**src/rtl/hazard_responder.sv**
```systemverilog
// Stall-request consumer: turns one-cycle hazard requests into per-stage write
// enables and bubble controls, counting multi-cycle holds internally.
module hazard_responder #(
    parameter int unsigned CTRL_SHADOW = 2,
    parameter int unsigned LW_SHADOW   = 1,
    parameter int unsigned PERF_W      = 16
) (
    input  logic              CLK,
    input  logic              RSTn,
    input  logic              jb_req,
    input  logic              lw_req,
    input  logic              redirect,
    output logic              pc_we,
    output logic              ifid_we,
    output logic              ifid_bubble,
    output logic              idex_bubble,
    output logic              busy,
    output logic              proto_err,
    output logic [PERF_W-1:0] stall_cnt
);

    typedef enum logic [1:0] {
        StIdle = 2'b00,
        StLw   = 2'b01,
        StCtrl = 2'b10
    } state_e;

    localparam logic [1:0] CtrlInit = 2'(CTRL_SHADOW - 1);
    localparam logic [1:0] LwInit   = 2'(LW_SHADOW - 1);
    localparam bit         LwHolds  = (LW_SHADOW > 1);

    state_e            state_q, state_d;
    logic [1:0]        hold_q, hold_d;
    logic              proto_err_q, proto_err_d;
    logic [PERF_W-1:0] stall_cnt_q, stall_cnt_d;

    logic pc_we_c, ifid_we_c, ifid_bubble_c, idex_bubble_c;
    logic release_c;

    always_comb begin
        state_d       = state_q;
        hold_d        = hold_q;
        pc_we_c       = 1'b1;
        ifid_we_c     = 1'b1;
        ifid_bubble_c = 1'b0;
        idex_bubble_c = 1'b0;
        release_c     = 1'b0;

        case (state_q)
            StIdle: begin
                if (lw_req) begin
                    // Load-use wins; a simultaneous branch stays frozen in stage 1.
                    pc_we_c       = 1'b0;
                    ifid_we_c     = 1'b0;
                    idex_bubble_c = 1'b1;
                    if (LwHolds) begin
                        state_d = StLw;
                        hold_d  = LwInit;
                    end
                end else if (jb_req) begin
                    pc_we_c       = 1'b0;
                    ifid_bubble_c = 1'b1;
                    state_d       = StCtrl;
                    hold_d        = CtrlInit;
                end
            end
            StLw: begin
                pc_we_c       = 1'b0;
                ifid_we_c     = 1'b0;
                idex_bubble_c = 1'b1;
                if (hold_q == 2'd1) begin
                    state_d = StIdle;
                    hold_d  = 2'd0;
                end else begin
                    hold_d = hold_q - 2'd1;
                end
            end
            StCtrl: begin
                ifid_bubble_c = 1'b1;
                release_c     = redirect | (hold_q == 2'd1);
                pc_we_c       = release_c;
                if (release_c) begin
                    state_d = StIdle;
                    hold_d  = 2'd0;
                end else begin
                    hold_d = hold_q - 2'd1;
                end
            end
            default: begin
                state_d = StIdle;
                hold_d  = 2'd0;
            end
        endcase
    end

    always_comb begin
        proto_err_d = proto_err_q | (redirect & (state_q != StCtrl));
        stall_cnt_d = stall_cnt_q;
        if (!pc_we_c && (stall_cnt_q != {PERF_W{1'b1}})) begin
            stall_cnt_d = stall_cnt_q + 1'b1;
        end
    end

    always_ff @(posedge CLK or negedge RSTn) begin
        if (!RSTn) begin
            state_q     <= StIdle;
            hold_q      <= 2'd0;
            proto_err_q <= 1'b0;
            stall_cnt_q <= '0;
        end else begin
            state_q     <= state_d;
            hold_q      <= hold_d;
            proto_err_q <= proto_err_d;
            stall_cnt_q <= stall_cnt_d;
        end
    end

    // Enables are forced low while reset is held so no stage loads garbage.
    assign pc_we       = RSTn & pc_we_c;
    assign ifid_we     = RSTn & ifid_we_c;
    assign ifid_bubble = RSTn & ifid_bubble_c;
    assign idex_bubble = RSTn & idex_bubble_c;
    assign busy        = RSTn & (state_q != StIdle);
    assign proto_err   = proto_err_q;
    assign stall_cnt   = stall_cnt_q;

endmodule
```
**config.mk**
```make
export PLATFORM = sky130hd
export DESIGN_NAME = hazard_responder
export DESIGN_NICKNAME = d
export VERILOG_FILES = /design/src/rtl/hazard_responder.sv
export SDC_FILE = /design/constraint.sdc
export NUM_CORES = 1
export LEC_CHECK = 0
export ABC_AREA = 1
export ABC_CLOCK_PERIOD_IN_PS = 4500
export CORE_ASPECT_RATIO = 0.75
export CORE_MARGIN = 3
export CORE_UTILIZATION = 54
export CTS_CLUSTER_DIAMETER = 100
export CTS_CLUSTER_SIZE = 16
export DETAILED_ROUTE_END_ITERATION = 7
export GPL_TIMING_DRIVEN = 1
export HOLD_SLACK_MARGIN = 0.02
export PLACE_DENSITY = 0.84
export SLEW_MARGIN = 5
export SYNTH_ARGS = -nofsm -noshare
export SYNTH_HDL_FRONTEND = slang
export SYNTH_SLANG_ARGS = --single-unit
export TNS_END_PERCENT = 1
```
**constraint.sdc**
```tcl
create_clock -name CLK -period 4.5 [get_ports CLK]
set_input_delay 0.9 -clock CLK [delete_from_list [all_inputs] [get_ports CLK]]
set_output_delay 0.9 -clock CLK [all_outputs]
set_load 0.01 [all_outputs]
```
==> summary.txt, run 1 <==
status -> completed
net count after synthesis -> 193
routability cong. -> 0.889
Clock Pin Slew Worst Setup and Hold Paths -> 0.12 ns
leading area contributor after synthesis -> dfrtp_1
Num CTS Buffers -> 3
Hold Crit Depth -> 1
Peak VDD IR -> 295 uV
Total Die Area -> 3010 um^2
reg2reg setup slack -> 2.65 ns
max cap viols -> 0
fin nets -> 224
diode count -> 0
# DRC -> 0
final wirelength -> 3270 um
FFs w/ async S/R, synth -> 1.00
initial antenna violation count -> 0
Slew @ Worst Pin -> 0.524 ns
layout cells sized above 1 -> 0.102
most frequent cell after synthesis -> nand2_1
Commonest cells post-synth -> 64 x nand2_1, 25 x nor2_1, 24 x inv_1
CTS Sinks -> 20
post-synthesis cell type count -> 23
dpl hpwl -> 2540 um
Synth top area share -> 0.389
Area contributors post-synth -> dfrtp_1 39%, nand2_1 19%, nor2_1 7.3%, inv_1 7.0%, nand3_1 4.3%
Pwr Density -> 505 nW/um^2
CTS tree -> built
critical path startpoint category -> primary input
syn_area_per_cell -> 6.92 um^2
Post-Layout Cell Count -> 248
via count -> 1,302
Die Width -> 62.4 um
CTS Hold Buffers Added -> 0
Top cell by count, worst path -> clkdlybuf4s50_1
Initial DRT Pass Iterations -> 4
Leak -> 0.751 nW
worst path arrival time -> 2.63 ns
average wire per standard cell -> 13.2 um
Primary FF master, synth -> dfrtp_1
FF-to-FF Start -> hold_q[0]
number of cell rows -> 14
GRT Total Usage -> 0.247
worst flop-to-flop path endpoint -> stall_cnt[7]
Placed Instances -> 244
setup ws final -> 0.968 ns
Mapped Area -> 1290 um^2
WS Path Type -> in -> out
largest net degree at the start of global routing -> 17
DR vias/cell -> 5.25
first-pass GRT wire length -> 5690 um
cells after synthesis -> 186
Crit. End Element -> output pin
r2r worst-path depth -> 8
CP endpoint -> idex_bubble
worst path required time -> 3.60 ns
RSZ-0062 raised after global routing -> false
total core area -> 2140 um^2
setup TNS -> 0 ns
total I/O pin count -> 27
Die Span Y -> 48.3 um
Syn-to-layout area delta -> 27.1%
sequential share of the synthesized area -> 0.389
Clock Tree Root -> clkbuf_4
Slew Viols, Final -> 0
CTS max path bufs -> 2
fmax -> 0.283 GHz
slowest CP cell -> clkdlybuf4s50_1
number of global-route vias before repair -> 1,236
Setup Fix Bufs, Post-CTS -> 0
FF/Latch Area -> 500 um^2
FF+latch count, synth -> 20
critical path, cell by cell -> clkdlybuf4s50_1 -> inv_1 -> nor3_1 -> clkdlybuf4s50_1
fill cell count -> 179
total grt overflow -> 0
skew final -> 0.00775 ns
later-pin clock latency in the skew report -> 0.32 ns
post-CTS sizing -> 0
DRT iter0 DRCs -> 87
Hold Vio Cnt, Final -> 0
slew margin rel. -> 0.649
H-tree Lvls -> 1
Final setup viols -> 0
pre-CTS WS -> 0.946 ns
Post-synth EDFFs -> 0
hold_ws -> 0.479 ns
slowest cell delay on critical path -> 0.80 ns
Worst Setup SP -> RSTn
IO buf count -> 26
class of the worst hold path -> reg -> reg
Post-DRT Antenna Nets -> 0
area of the multi-input gates -> 678 um^2
Final Cycle Share -> 0.785
Starting Density -> 0.602
synth warn -> 0
fin crit period -> 3.53 ns
Crit Path Max Fanout -> 12
worst min-delay path by stage:
stage | start | end | slack (ns)
6_report | proto_err | proto_err | 0.48
4_1_cts | proto_err | proto_err | 0.48
3_3_place_gp | proto_err | proto_err | 0.45
5_1_grt | proto_err | proto_err | 0.51
2_1_floorplan | hold_q[1] | hold_q[1] | 0.47
3_5_place_dp | proto_err | proto_err | 0.45
layout by cell type, fill, tap and decap left out:
cell and n:
o22ai_1 1, bufinv_16 1, nand2_2 6, nor2_2 1, nor3_1 1, nand3b_1 2, ha_1 2, nand3_1 11
nand4_1 5, dfrtp_1 20, nor2_4 2, o21ai_2 6, inv_1 24, a21o_1 1, nand2_1 64, buf_4 1
o21ai_0 2, o21ai_1 2, nor2_1 25, inv_2 2, clkdlybuf4s50_1 26, xor2_1 2, a32o_1 1, a21oi_1 3
clkbuf_4 3, xnor2_1 2
final cells by class:
cell class | instances | share of cell area
Clock buffer | 3 | 0.0138
Inverter | 26 | 0.0596
Clock inverter | 1 | 0.0183
Tap cell | 32 | 0.0245
Sequential cell | 20 | 0.306
Multi-Input combinational cell | 139 | 0.414
Timing Repair Buffer | 27 | 0.164
routing by layer:
| metal | part of all wire | wire [um] | track usage | up-vias |
|---|---|---|---|---|
| li1 | - | - | - | 644 |
| met1 | 0.45 | 1480 | 0.314 | 592 |
| met2 | 0.46 | 1510 | 0.444 | 55 |
| met3 | 0.066 | 215 | 0.0461 | 11 |
| met4 | 0.019 | 63 | 0.0877 | 0 |
| met5 | 0 | 0 | 0 | - |
stage by stage:
| stage | instance area (um^2) | power [mW] | utilization |
|---|---|---|---|
| 6_report | 1640 | 0.826 | 0.766 |
| 4_1_cts | 1640 | 0.823 | 0.766 |
| 3_5_place_dp | 1580 | 0.672 | 0.741 |
| 2_1_floorplan | 1290 | 0.516 | - |
| 3_3_place_gp | 1580 | 0.648 | 0.741 |
| 5_1_grt | 1640 | 0.889 | 0.766 |
cell families (layout without fill, tap and decap cells):
family	after synthesis	in the layout	share of synthesized area
simple gates	117	117	0.394
buf+inv	27	57	0.0846
flops	20	20	0.389
compound gates	16	16	0.0865
xor+xnor	4	4	0.0272
fa+ha+maj	2	2	0.0194
critical path: cells and delay by family:
kind	cells	cell delay [ns]
and+or+nand+nor	1	0.19
buffers and inverters	3	1.54
power by group:
part | switching, mW | total (mW) | internal [mW]
Clock | 0.0620 | 0.152 | 0.0902
Sequential | 0.0803 | 0.310 | 0.230
Combinational | 0.202 | 0.364 | 0.162
registers in the layout (all words and copies together), names as in the netlist:
name,count
stall_cnt,16
proto_err,1
hold_q,2
state_q,1
No activity file was read; power rests on OpenSTA's default activity.
==> run 2: changes to the inputs <==
- ABC_CLOCK_PERIOD_IN_PS: 4500 -> 3650
- CORE_UTILIZATION: 54 -> 50
- PLACE_DENSITY: 0.84 -> 0.78
- clock period: 4.5 -> 3.65 ns (I/O delays scaled with it)
==> summary.txt, run 2 (synthesized netlist as in run 1, its figures left out) <==
commonest non-fill, non-tap cells in the layout -> 64 x nand2_1, 26 x clkdlybuf4s50_1, 25 x nor2_1
max cap viols -> 0 (unchanged)
slowest cell delay on critical path -> 0.58 ns (-0.22 ns)
GRT Total Usage -> 0.223 (-0.0240)
Final setup viols -> 0 (unchanged)
final wirelength -> 3110 um (-5.0%)
dpl hpwl -> 2530 um (-0.41%)
critical path, cell by cell -> clkdlybuf4s50_1 -> buf_4 -> inv_1 -> nor3_1 -> clkdlybuf4s50_1
met3 Resource Use GR -> 0.0524 (+0.00631)
Comb pwr share -> 0.438 (-0.002)
RSZ-0062 raised after global routing -> false
post-CTS sizing -> 0 (unchanged)
routability cong. -> 0.909 (+2.2%)
CTS Sinks -> 20 (unchanged)
max reg flops -> 16 (unchanged)
slowest CP cell -> clkdlybuf4s50_1
largest net degree at the start of global routing -> 17 (unchanged)
Area after DPL -> 1590 um^2 (+0.63%)
fmax -> 0.331 GHz
layout cells sized above 1 -> 0.106 (+0.00414)
worst path required time -> 2.92 ns (-0.68 ns)
Slew Viols, Final -> 0 (unchanged)
slew margin rel. -> 0.696 (+0.0471)
Num CTS Buffers -> 3 (unchanged)
Hold Vio Cnt, Final -> 0 (unchanged)
worst path arrival time -> 2.29 ns (-0.34 ns)
Placed Instances -> 247 (+1.2%)
Total Die Area -> 3230 um^2 (+7.1%)
CTS Hold Buffers Added -> 0 (unchanged)
Die Span Y -> 49.9 um (+3.4%)
Crit. End Element -> output pin
first-pass GRT wire length -> 5670 um (-0.25%)
Design Area, Final -> 1650 um^2 (+0.61%)
H-tree Lvls -> 1 (unchanged)
Post-DRT Antenna Nets -> 0 (unchanged)
Syn-to-layout area delta -> 27.9%
WS Path Type -> in -> out
GR Util met2 -> 0.356 (-0.0883)
status -> completed
# DRC -> 0 (unchanged)
clock share of power -> 0.183 (about the same)
fin crit period -> 3.02 ns
CTS max path bufs -> 2 (unchanged)
diode count -> 0 (unchanged)
DRT iter0 DRCs -> 103 (+18%)
Final Cycle Share -> 0.827
Crit Path Max Fanout -> 12 (unchanged)
setup TNS -> 0 ns (unchanged)
number of global-route vias before repair -> 1,270 (+2.8%)
Hold Crit Depth -> 1 (unchanged)
via count -> 1,289 (-1.0%)
fin nets -> 225 (+0.45%)
total I/O pin count -> 27 (unchanged)
Peak VDD IR -> 440 uV (+49%)
initial antenna violation count -> 0 (unchanged)
class of the worst hold path -> reg -> reg
met1 Use GR -> 0.302 (-0.0123)
Clock Tree Root -> clkbuf_4
number of cell rows -> 15 (+1)
commonest non-fill, non-tap cell in the layout -> nand2_1
Int Power -> 0.595 mW (+23%)
total grt overflow -> 0 (unchanged)
most used routing layer -> met2
Crit path max-delay family -> buffers and inverters
CP Depth -> 5 (+1)
Slew @ Worst Pin -> 0.454 ns (-0.0701 ns)
Starting Density -> 0.544 (-0.0580)
skew final -> 0.00668 ns (-0.00107 ns)
CP Buf/Inv Count -> 4 (+1)
Setup Fix Bufs, Post-CTS -> 0 (unchanged)
total core area -> 2360 um^2 (+11%)
IO buf count -> 26 (unchanged)
DR vias/cell -> 5.14 (-2.2%)
reg2reg setup slack -> 1.86 ns (-0.79 ns)
average wire per standard cell -> 12.4 um (-6.1%)
Die Width -> 64.6 um (+3.6%)
r2r worst-path depth -> 8 (unchanged)
later-pin clock latency in the skew report -> 0.31 ns (about the same)
CTS tree -> built
Post-Layout Cell Count -> 251 (+1.2%)
Leak -> 0.756 nW (+0.64%)
Clock Pin Slew Worst Setup and Hold Paths -> 0.12 ns (about the same)
Initial DRT Pass Iterations -> 4 (unchanged)
part of the power in registers -> 0.380 (+0.004)
critical path startpoint category -> primary input
Sw Ratio -> 0.403 (-0.0130)
Top cell by count, worst path -> clkdlybuf4s50_1
Pwr Density -> 605 nW/um^2 (+20%)
NetSw -> 0.402 mW (+17%)
==> run 2: cell count changes in the layout (fill, tap and decap cells not counted), sizes merged <==
cell,change
buf,+1
==> run 2: power by group through the flow <==
stage,clock network (mW),logic [mW],registers (mW)
after floorplan,0,0.256,0.380
after global placement,0,0.426,0.379
after detailed placement,0,0.438,0.380
after CTS,0.187,0.440,0.377
after global routing,0.199,0.490,0.391
final,0.182,0.436,0.379
==> run 2: cell type report <==
cell class                 instances  area [um^2]
fill                             217          718
clock buffer                       3         22.5
tap                               34         42.5
multi-input combinational        139          678
clock inverter                     1         30.0
timing repair buffer              28          275
inverter                          26         97.6
sequential                        20          500
==> run 2: worst paths after layout <==
kind                           start            end
max reg2reg                hold_q[0]   stall_cnt[4]
min reg2reg                proto_err      proto_err
max                             RSTn    idex_bubble
min                        proto_err      proto_err
max in group asynchronous       RSTn     state_q[1]
min in group asynchronous       RSTn  stall_cnt[11]
==> run 2: stage by stage <==
stage	total power [mW]	hold WS, ns	worst slack, ns	util
finish	0.996	0.471	0.632	0.696
global route	1.08	0.500	0.526	0.696
CTS	1.00	0.479	0.626	0.696
detailed placement	0.818	0.450	0.590	0.674
global placement	0.805	0.440	0.693	0.674
floorplan	0.636	0.434	1.78	-
==> run 2: routing by layer <==
| layer | up-vias | wire, um | share of wire |
|---|---|---|---|
| met5 | - | 0 | 0 |
| met4 | 0 | 31 | 0.010 |
| met3 | 4 | 200 | 0.064 |
| met2 | 47 | 1440 | 0.46 |
| met1 | 592 | 1440 | 0.46 |
| li1 | 646 | - | - |
